**config.mk**
```make
export PLATFORM = sky130hd
export DESIGN_NAME = spi_slave_collector
export DESIGN_NICKNAME = d
export VERILOG_FILES = /design/src/rtl/spi_slave_collector.sv
export SDC_FILE = /design/constraint.sdc
export NUM_CORES = 1
export LEC_CHECK = 0
export BUFFER_PORTS_ARGS = -buffer_cell sky130_fd_sc_hd__buf_2
export CORE_MARGIN = 8
export CORE_UTILIZATION = 60
export DETAILED_ROUTE_END_ITERATION = 12
export GPL_ROUTABILITY_DRIVEN = 1
export PLACE_DENSITY_LB_ADDON = 0.3
export SLEW_MARGIN = 20
export SYNTH_ARGS = -nofsm -noshare
export SYNTH_HDL_FRONTEND = slang
export SYNTH_SLANG_ARGS = --single-unit
```
**constraint.sdc**
```tcl
create_clock -name clk -period 3 [get_ports clk]
set_clock_uncertainty 0.1 [all_clocks]
set_input_delay 0.15 -clock clk [delete_from_list [all_inputs] [get_ports clk]]
set_output_delay 0.15 -clock clk [all_outputs]
set_load 0.05 [all_outputs]
```
**src/rtl/spi_slave_collector.sv**
```systemverilog
// SPI slave collector: oversamples an SPI bus, pushes received words into a FWFT FIFO and shifts a response word on MISO.
// Optional build macro SPI_SLAVE_COLLECTOR_LOOPBACK_EN echoes the last received word on MISO instead of tx_data.
module spi_slave_collector #(
    parameter int DATA_WIDTH = 8,
    parameter int FIFO_DEPTH = 16,
    parameter int CPOL       = 0,
    parameter int CPHA       = 0,
    parameter int MSB_FIRST  = 1
) (
    input  logic                          clk,
    input  logic                          rst_n,
    input  logic                          sclk,
    input  logic                          cs_n,
    input  logic                          mosi,
    output logic                          miso,
    input  logic [DATA_WIDTH-1:0]         tx_data,
    output logic [DATA_WIDTH-1:0]         rx_data,
    output logic                          rx_valid,
    input  logic                          rx_ready,
    output logic [$clog2(FIFO_DEPTH):0]   rx_level,
    output logic                          overflow,
    input  logic                          ovf_clr,
    output logic                          frame_err,
    output logic [15:0]                   word_cnt
);

    localparam int AW = $clog2(FIFO_DEPTH);
    localparam int BW = $clog2(DATA_WIDTH);
    localparam logic [BW-1:0] LAST_BIT = BW'(DATA_WIDTH - 1);
    localparam logic [AW:0]   FULL_LEVEL = (AW + 1)'(FIFO_DEPTH);

    typedef enum logic {IDLE, ACTIVE} state_t;

    // Input synchronisers and edge-detect history
    logic sclk_meta_reg, sclk_sync_reg, sclk_prev_reg;
    logic cs_meta_reg, cs_sync_reg, cs_prev_reg;
    logic mosi_meta_reg, mosi_sync_reg;
    logic [1:0] fill_reg;
    logic armed_reg;

    // Serial engine state
    state_t                state_reg;
    logic [BW-1:0]         bit_cnt_reg;
    logic [DATA_WIDTH-1:0] rx_sr_reg;
    logic [DATA_WIDTH-1:0] tx_sr_reg;
    logic                  tx_first_reg;
    logic                  miso_reg;
    logic                  push_reg;
    logic [DATA_WIDTH-1:0] push_data_reg;
    logic [15:0]           word_cnt_reg;
    logic                  frame_err_reg;

    // FIFO state
    logic [DATA_WIDTH-1:0] mem [FIFO_DEPTH];
    logic [AW-1:0]         wr_ptr_reg, rd_ptr_reg;
    logic [AW:0]           level_reg;
    logic                  overflow_reg;

    // Combinational helpers
    logic sclk_rise, sclk_fall, lead_edge, trail_edge, sample_edge, shift_edge;
    logic cs_fall, cs_rise, word_done;
    logic [DATA_WIDTH-1:0] rx_shift_next, tx_shifted, load_fall, load_done;
    logic tx_bit;
    logic do_pop, do_push, drop, full;

    always_ff @(posedge clk or negedge rst_n) begin
        if (!rst_n) begin
            sclk_meta_reg <= 1'(CPOL);
            sclk_sync_reg <= 1'(CPOL);
            sclk_prev_reg <= 1'(CPOL);
            cs_meta_reg   <= 1'b1;
            cs_sync_reg   <= 1'b1;
            cs_prev_reg   <= 1'b1;
            mosi_meta_reg <= 1'b0;
            mosi_sync_reg <= 1'b0;
            fill_reg      <= 2'd0;
            armed_reg     <= 1'b0;
        end else begin
            sclk_meta_reg <= sclk;
            sclk_sync_reg <= sclk_meta_reg;
            sclk_prev_reg <= sclk_sync_reg;
            cs_meta_reg   <= cs_n;
            cs_sync_reg   <= cs_meta_reg;
            cs_prev_reg   <= cs_sync_reg;
            mosi_meta_reg <= mosi;
            mosi_sync_reg <= mosi_meta_reg;
            if (fill_reg != 2'd2)
                fill_reg <= fill_reg + 2'd1;
            // A frame already in progress at reset release is ignored until cs_n is seen high.
            armed_reg <= armed_reg | ((fill_reg == 2'd2) & cs_sync_reg);
        end
    end

    always_comb begin
        sclk_rise  = sclk_sync_reg & ~sclk_prev_reg;
        sclk_fall  = ~sclk_sync_reg & sclk_prev_reg;
        lead_edge  = (CPOL != 0) ? sclk_fall : sclk_rise;
        trail_edge = (CPOL != 0) ? sclk_rise : sclk_fall;
        sample_edge = (CPHA != 0) ? trail_edge : lead_edge;
        shift_edge  = (CPHA != 0) ? lead_edge : trail_edge;
        cs_fall = cs_prev_reg & ~cs_sync_reg & armed_reg;
        cs_rise = ~cs_prev_reg & cs_sync_reg;
        if (MSB_FIRST != 0) begin
            rx_shift_next = {rx_sr_reg[DATA_WIDTH-2:0], mosi_sync_reg};
            tx_bit        = tx_sr_reg[DATA_WIDTH-1];
            tx_shifted    = {tx_sr_reg[DATA_WIDTH-2:0], 1'b0};
        end else begin
            rx_shift_next = {mosi_sync_reg, rx_sr_reg[DATA_WIDTH-1:1]};
            tx_bit        = tx_sr_reg[0];
            tx_shifted    = {1'b0, tx_sr_reg[DATA_WIDTH-1:1]};
        end
        word_done = (state_reg == ACTIVE) && !cs_rise && sample_edge && (bit_cnt_reg == LAST_BIT);
    end

`ifdef SPI_SLAVE_COLLECTOR_LOOPBACK_EN
    logic [DATA_WIDTH-1:0] last_rx_reg;
    logic                  unused_tx;

    assign unused_tx = ^tx_data;
    // The word just completed is echoed straight away in the next MISO word.
    assign load_fall = last_rx_reg;
    assign load_done = rx_shift_next;

    always_ff @(posedge clk or negedge rst_n) begin
        if (!rst_n)
            last_rx_reg <= '0;
        else if (word_done)
            last_rx_reg <= rx_shift_next;
    end
`else
    assign load_fall = tx_data;
    assign load_done = tx_data;
`endif

    always_ff @(posedge clk or negedge rst_n) begin
        if (!rst_n) begin
            state_reg     <= IDLE;
            bit_cnt_reg   <= '0;
            rx_sr_reg     <= '0;
            tx_sr_reg     <= '0;
            tx_first_reg  <= 1'b0;
            miso_reg      <= 1'b0;
            push_reg      <= 1'b0;
            push_data_reg <= '0;
            word_cnt_reg  <= '0;
            frame_err_reg <= 1'b0;
        end else begin
            push_reg      <= 1'b0;
            frame_err_reg <= 1'b0;
            tx_first_reg  <= 1'b0;
            case (state_reg)
                IDLE: begin
                    bit_cnt_reg <= '0;
                    miso_reg    <= 1'b0;
                    if (cs_fall) begin
                        state_reg    <= ACTIVE;
                        tx_sr_reg    <= load_fall;
                        tx_first_reg <= (CPHA == 0);
                    end
                end
                ACTIVE: begin
                    if (cs_rise) begin
                        state_reg   <= IDLE;
                        bit_cnt_reg <= '0;
                        miso_reg    <= 1'b0;
                        if (bit_cnt_reg != '0)
                            frame_err_reg <= 1'b1;
                    end else begin
                        // CPHA=0 presents the first bit before any clock edge.
                        if (tx_first_reg) begin
                            miso_reg  <= tx_bit;
                            tx_sr_reg <= tx_shifted;
                        end
                        if (sample_edge) begin
                            rx_sr_reg <= rx_shift_next;
                            if (word_done) begin
                                bit_cnt_reg   <= '0;
                                push_reg      <= 1'b1;
                                push_data_reg <= rx_shift_next;
                                word_cnt_reg  <= word_cnt_reg + 16'd1;
                                tx_sr_reg     <= load_done;
                            end else begin
                                bit_cnt_reg <= bit_cnt_reg + BW'(1);
                            end
                        end else if (shift_edge) begin
                            miso_reg  <= tx_bit;
                            tx_sr_reg <= tx_shifted;
                        end
                    end
                end
                default: state_reg <= IDLE;
            endcase
        end
    end

    always_comb begin
        full    = (level_reg == FULL_LEVEL);
        do_pop  = (level_reg != '0) && rx_ready;
        do_push = push_reg && (!full || do_pop);
        drop    = push_reg && full && !do_pop;
    end

    always_ff @(posedge clk) begin
        if (do_push)
            mem[wr_ptr_reg] <= push_data_reg;
    end

    always_ff @(posedge clk or negedge rst_n) begin
        if (!rst_n) begin
            wr_ptr_reg   <= '0;
            rd_ptr_reg   <= '0;
            level_reg    <= '0;
            overflow_reg <= 1'b0;
        end else begin
            if (do_push)
                wr_ptr_reg <= wr_ptr_reg + AW'(1);
            if (do_pop)
                rd_ptr_reg <= rd_ptr_reg + AW'(1);
            case ({do_push, do_pop})
                2'b10:   level_reg <= level_reg + (AW + 1)'(1);
                2'b01:   level_reg <= level_reg - (AW + 1)'(1);
                default: level_reg <= level_reg;
            endcase
            // A drop in the same cycle as a clear keeps the flag set.
            if (drop)
                overflow_reg <= 1'b1;
            else if (ovf_clr)
                overflow_reg <= 1'b0;
        end
    end

    assign miso      = miso_reg;
    assign rx_valid  = (level_reg != '0);
    assign rx_data   = rx_valid ? mem[rd_ptr_reg] : '0;
    assign rx_level  = level_reg;
    assign overflow  = overflow_reg;
    assign frame_err = frame_err_reg;
    assign word_cnt  = word_cnt_reg;

endmodule

```
==> results_dict.tcl, run 1 <==
set metrics [dict create \
    n_fill_cell 913 \
    cts_tree "done" \
    synthToLayoutAreaGrowth_pct 14.5 \
    leakagePower_nw 3.45 \
    syn_avg_cell_area_um2 15.8 \
    place_inst 759 \
    swShare_pct 28.3 \
    grt_first_pass_wirelength_mm 27.2 \
    cts-root-buf "clkbuf_16" \
    cts_buffer_depth 2 \
    fmax_mhz 359 \
    ff2ff_path_depth 9 \
    antenna_cells 0 \
    antenna_left 0 \
    final_net_count 637 \
    p_int_mw 4.91 \
    multi_input_area_um2 2580 \
    final_core_util_pct 69.9 \
    p_seq_share_pct 47.0 \
    syn_nets 559 \
    largest_register_ff_count 128 \
    core_area_um2 13800 \
    power.share.combinational_pct 20.7 \
    rows 43 \
    drt_wl_total_mm 16.7 \
    slew_violations 0 \
    synth_area_um2 8410 \
    drc 0 \
    synth-edff-count 128 \
    finalSetupViolCount 0 \
    via_count 4853 \
    clk_pin_slew_ns 0.06 \
    timing_hold_violations_final 0 \
    drive_above_1_share_pct 26.6 \
    die_y_um 134 \
    fin_crit_ns 2.79 \
    regArea_um2 5650 \
    htreeDepth 4 \
    ios 48 \
    drt_first_pass_iters 4 \
    worstPathArrival_ns 2.54 \
    pwr-share-clk_pct 32.3 \
    portBuffers 47 \
    cp_slowest_cell "mux4_2" \
    p_per_area_nw_per_um2 711 \
    worst_ep_required_time_ns 2.75 \
    fin_setup_tns_ns 0 \
    tightest_slew_ns 0.885 \
    drt_iter0_drc 435 \
    ys_warn_count 0 \
    worstHoldPathType "in2reg" \
    fin_crit_sh_pct 92.9 \
    stdcell_count 804 \
    ys.flop_type "edfxtp_1" \
    power.switching_mw 1.94 \
    startpoint_type "flop" \
    slowest_delay_ns 0.57 \
    worstHoldPathCells 2 \
    critPathCaptureType "primary output" \
    grt_setup_unrepaired "false" \
    wire_per_inst_um 20.8 \
    slew_headroom_pct 41.0 \
    die-area_um2 18100 \
    path_class "reg2out" \
    die_w_um 134 \
    insertion_delay_ns 0.42 \
    cts_setup_buffers 0 \
    syn_inst 533 \
    cap_violations 0 \
    grt.overflow.total 0 \
    worst-path-max-fanout 23 \
    crit_chain "buf_4 -> mux4_2 -> mux2_2 -> o21ai_0 -> a21oi_1 -> buf_2" \
    detail_route.vias_per_cell 6.04 \
    yosysUniqueCellTypes 51 \
    outcome "completed" \
    gp_congestion 0.812 \
    ys_ff_latch 200 \
    antenna_found_initial 0 \
    cts.sinks 200 \
    synthArstFlopShare_pct 36.0 \
    grt_max_degree 73 \
    place_hpwl_mm 10.8 \
    grt_use_total_pct 19.9 \
    cts_buffers 17 \
    max-vdd-ir-drop_uv 535 \
    start_util_pct 61.1 \
    grt_pass1_vias 5029 \
    seq_area_frac_synth_pct 67.2 \
]
-- metrics by stage --
step / power, mW / instance area [µm²] / hold slack [ns] / setup WS, ns
after floorplan: 4.37 / 8410 / -0.246 / 0.180
after global placement: 4.64 / 8930 / 0.160 / 0.490
after detailed placement: 4.69 / 8930 / 0.163 / 0.350
after CTS: 6.89 / 9630 / 0.00517 / 0.154
after global routing: 7.12 / 9630 / 0.0157 / 0.0825
final: 6.85 / 9630 / 0.0209 / 0.214
-- path summary, 6_finish.rpt --
check | start | end | slack (ns)
max reg2reg | rx_level[3]$_DFFE_PN0P_ | rx_level[4]$_DFFE_PN0P_ | 0.30
max | rd_ptr_reg[1]$_DFFE_PN0N_ | rx_data[0] | 0.21
min reg2reg | mosi_meta_reg$_DFF_PN0_ | mosi_sync_reg$_DFF_PN0_ | 0.25
max in group asynchronous | rst_n | tx_sr_reg[0]$_DFFE_PN0P_ | 1.95
min | rx_ready | rx_level[3]$_DFFE_PN0P_ | 0.02
min in group asynchronous | rst_n | rx_level[1]$_DFFE_PN0P_ | 0.28
-- critical path: cells and delay by family, from the launching register on --
kind / cells / cell delay [ns]
multiplexers: 2 / 0.86
buffers and inverters: 2 / 0.64
flip-flops: 1 / 0.33
AO/OA/AOI/OAI: 2 / 0.27
-- cell usage in the layout (no fill, tap or decap), types with 2 or more instances in the layout --
cell type	instances
a31oi_2	2
nor2_1	23
mux2_2	25
bufinv_16	3
nand2_1	26
dfrtp_1	69
clkbuf_16	17
xnor2_1	21
clkbuf_1	5
inv_1	12
a21oi_1	17
ha_1	11
nand3_1	24
a2bb2oi_1	8
mux2i_1	16
nand4_1	8
a31oi_1	2
xor2_1	4
inv_2	2
nor2b_1	4
and4_1	4
o2111ai_1	5
mux4_2	32
edfxtp_1	128
or3_1	6
clkinv_1	3
nand2b_1	5
dfstp_2	3
buf_4	26
clkinv_2	2
a32oi_1	2
nor3_1	8
nand3b_1	2
o21ai_0	20
buf_2	46
dlygate4sd3_1	13
-- power groups by stage --
stage / clock network [mW] / logic [mW] / registers [mW]
after floorplan: 0 / 1.07 / 3.30
after global placement: 0 / 1.39 / 3.26
after detailed placement: 0 / 1.42 / 3.27
after CTS: 2.24 / 1.43 / 3.22
after global routing: 2.36 / 1.52 / 3.24
final: 2.21 / 1.42 / 3.22
-- cells by family after synthesis --
| kind of cell | Yosys count | synth area share, % |
|---|---|---|
| AOI/OAI and AO/OA | 66 | 5.30 |
| xor gates and xnor gates | 25 | 2.60 |
| adders and majority gates | 11 | 1.64 |
| buffers and inverters | 40 | 2.17 |
| DFF | 200 | 67.2 |
| muxes | 73 | 13.8 |
| and+or+nand+nor | 118 | 7.30 |
-- synth_stat cells, types with 2 or more instances --
| library cell | count | share of area, % |
|---|---|---|
| mux2i_1 | 16 | 1.9 |
| a31oi_1 | 2 | 0.15 |
| xor2_1 | 4 | 0.42 |
| o2111ai_1 | 5 | 0.52 |
| ha_1 | 11 | 1.6 |
| buf_1 | 2 | 0.089 |
| nand3b_1 | 2 | 0.18 |
| nand2_1 | 26 | 1.2 |
| and4_1 | 4 | 0.42 |
| nand3_1 | 24 | 1.4 |
| o21ai_0 | 20 | 1.2 |
| or3_1 | 6 | 0.45 |
| nand2b_1 | 5 | 0.37 |
| mux2_2 | 25 | 3.3 |
| a21oi_1 | 17 | 1.0 |
| a32oi_1 | 2 | 0.21 |
| mux4_2 | 32 | 8.6 |
| dfstp_2 | 3 | 0.94 |
| nor2_1 | 23 | 1.0 |
| inv_2 | 2 | 0.089 |
| a2bb2oi_1 | 8 | 0.83 |
| nor3_1 | 8 | 0.48 |
| clkbuf_1 | 9 | 0.40 |
| a31oi_2 | 2 | 0.30 |
| inv_1 | 12 | 0.54 |
| dfrtp_1 | 69 | 21 |
| xnor2_1 | 21 | 2.2 |
| edfxtp_1 | 128 | 46 |
| nand4_1 | 8 | 0.60 |
| nor2b_1 | 4 | 0.30 |
| buf_4 | 3 | 0.27 |
| buf_2 | 11 | 0.65 |
-- repair_timing --
action | 4_1_cts | 5_1_grt
hold buffers | 13 | 0
endpoints found under the hold margin | 81 | 0
gates resized for setup | 0 | 0
-- layer usage --
| layer | share of wire [%] | wire length (µm) | up-vias | track usage [%] |
|---|---|---|---|---|
| met5 | 0 | 0 | - | 0 |
| met4 | 2.1 | 354 | 0 | 7.11 |
| met3 | 6.2 | 1040 | 29 | 4.23 |
| met2 | 50 | 8360 | 173 | 32.5 |
| met1 | 42 | 6970 | 2454 | 25.9 |
| li1 | - | - | 2197 | - |
-- final cells by class --
type / instances / area share (%)
clock buffers: 22 / 4.61
clock inverters: 10 / 1.32
inverters: 14 / 0.546
multi-input cells: 293 / 26.8
flip-flops and latches: 200 / 58.6
well taps: 180 / 2.34
repair buffers: 85 / 5.77
No activity file was read; power rests on OpenSTA's default activity.
==> run 2: changes to the inputs <==
- BUFFER_PORTS_ARGS: -buffer_cell sky130_fd_sc_hd__buf_2 -> not set
- DONT_BUFFER_PORTS: not set -> 1
==> results_dict.tcl, run 2 (same netlist as run 1, synthesis figures left out) <==
set metrics [dict create \
    p_total_mw 6.81 \
    fin_crit_sh_pct 89.7 \
    final_net_count 595 \
    drt_first_pass_iters 5 \
    drive_above_1_share_pct 21.8 \
    leakagePower_nw 3.27 \
    grt_use_total_pct 19.0 \
    grt_max_degree 73 \
    grt_setup_unrepaired "false" \
    worst-path-max-fanout 10 \
    cts_buffer_depth 2 \
    core_area_um2 13800 \
    final_common_cell "edfxtp_1" \
    fmax_mhz 372 \
    p_per_area_nw_per_um2 720 \
    p_seq_share_pct 47.3 \
    drc 0 \
    rows 43 \
    die_y_um 134 \
    drt_wl_total_mm 16.1 \
    insertion_delay_ns 0.42 \
    htreeDepth 4 \
    swShare_pct 28.8 \
    detail_route.vias_per_cell 6.13 \
    grt_first_pass_wirelength_mm 26.3 \
    slew_violations 0 \
    clk_pin_slew_ns 0.07 \
    antenna_found_initial 0 \
    final_cell_mix "128 x edfxtp_1, 69 x dfrtp_1, 32 x mux4_2" \
    ios 48 \
    timing_hold_violations_final 0 \
    portBuffers 0 \
    startpoint_type "flop" \
    die_w_um 134 \
    cts.sinks 200 \
    power.switching_mw 1.96 \
    power.share.combinational_pct 20.9 \
    grt_pass1_vias 4845 \
    fin_crit_ns 2.69 \
    finalSetupViolCount 0 \
    start_util_pct 61.1 \
    pwr-share-clk_pct 31.8 \
    worst_ep_required_time_ns 2.75 \
    largest_register_ff_count 128 \
    fin_setup_tns_ns 0 \
    die-area_um2 18100 \
    outcome "completed" \
    cts-root-buf "clkbuf_16" \
    worstPathArrival_ns 2.44 \
    drt_iter0_drc 482 \
    place_hpwl_mm 10.3 \
    max-vdd-ir-drop_uv 372 \
    p_int_mw 4.85 \
    wire_per_inst_um 21.1 \
    gp_congestion 0.790 \
    critPathCaptureType "primary output" \
    cap_violations 0 \
    worstHoldPathType "in2reg" \
    cts_buffers 17 \
    via_count 4671 \
    slew_headroom_pct 45.5 \
    antenna_left 0 \
    grt.overflow.total 0 \
    tightest_slew_ns 0.815 \
    antenna_cells 0 \
    cts_setup_buffers 0 \
    cts_tree "done" \
    synthToLayoutAreaGrowth_pct 12.5 \
    path_class "reg2out" \
]
run 2: changes by cell type in the layout (fill, tap and decap cells not counted), sizes merged:
cell,delta
clkinvlp,+1
clkbuf,-3
clkinv,+3
bufinv,-1
dlygate4sd3,+1
buf,-43
run 2: metrics by stage:
stage / setup slack [ns] / instance area, µm² / cells / hold slack [ns] / utilization (%)
after detailed placement: 0.379 / 8730 / 715 / -0.243 / 63.4
after global placement: 0.458 / 8730 / 715 / -0.243 / 63.4
after global routing: 0.145 / 9460 / 762 / 0.0372 / 68.7
final: 0.308 / 9460 / 762 / 0.00583 / 68.7
after floorplan: 0.180 / 8410 / 533 / -0.246 / -
after CTS: 0.304 / 9460 / 762 / 0.00634 / 68.7
run 2: layout make-up:
cell class,instances,area [µm²]
multi-input combinational,293,2580
clock inverter,13,131
inverter,14,52.6
sequential,200,5650
tap,180,225
timing repair buffer,43,390
clock buffer,19,433
fill,936,4310
run 2: power groups by stage:
stage / logic [mW] / clock network (mW) / registers [mW]
floorplan: 1.07 / 0 / 3.30
global route: 1.54 / 2.30 / 3.25
global placement: 1.38 / 0 / 3.26
finish: 1.42 / 2.16 / 3.22
CTS: 1.44 / 2.20 / 3.22
detailed placement: 1.39 / 0 / 3.28
run 2: worst paths after layout:
check                                   startpoint  depth (start not counted)  slack (ns)                      end
setup / recovery           rx_level[3]$_DFFE_PN0P_                          6        0.31               rx_data[5]
hold / removal                            rx_ready                          3       0.006  rx_level[2]$_DFFE_PN0P_
setup reg to reg           rx_level[3]$_DFFE_PN0P_                          9        0.34  rx_level[4]$_DFFE_PN0P_
hold reg to reg              cs_meta_reg$_DFF_PN1_                          0        0.26    cs_sync_reg$_DFF_PN1_
max in group asynchronous                    rst_n                          2        2.31    cs_prev_reg$_DFF_PN1_
min in group asynchronous                    rst_n                          2        0.15     overflow$_DFFE_PN0P_
run 2: per-layer routing:
layer  GRT usage (%)  vias to the layer above  wire length [µm]
met5               0                        -                 0
li1                -                     2129                 -
met1            24.9                     2360              6660
met4            6.18                        0               146
met3            4.49                       11              1180
met2            30.8                      171              8090
run 2: worst max-delay path, cell delays in order (launching register included):
cell and delay (ns):
dfrtp_1 0.48, or4_1 0.60, nor2_1 0.23, inv_2 0.23, o21ai_0 0.14, a21oi_1 0.09
buf_4 0.24
run 2: repair_timing:
action | 4_1_cts | 5_1_grt
hold buffers | 15 | 0
hold endpoints to repair | 93 | 0
gates resized for setup | 0 | 0
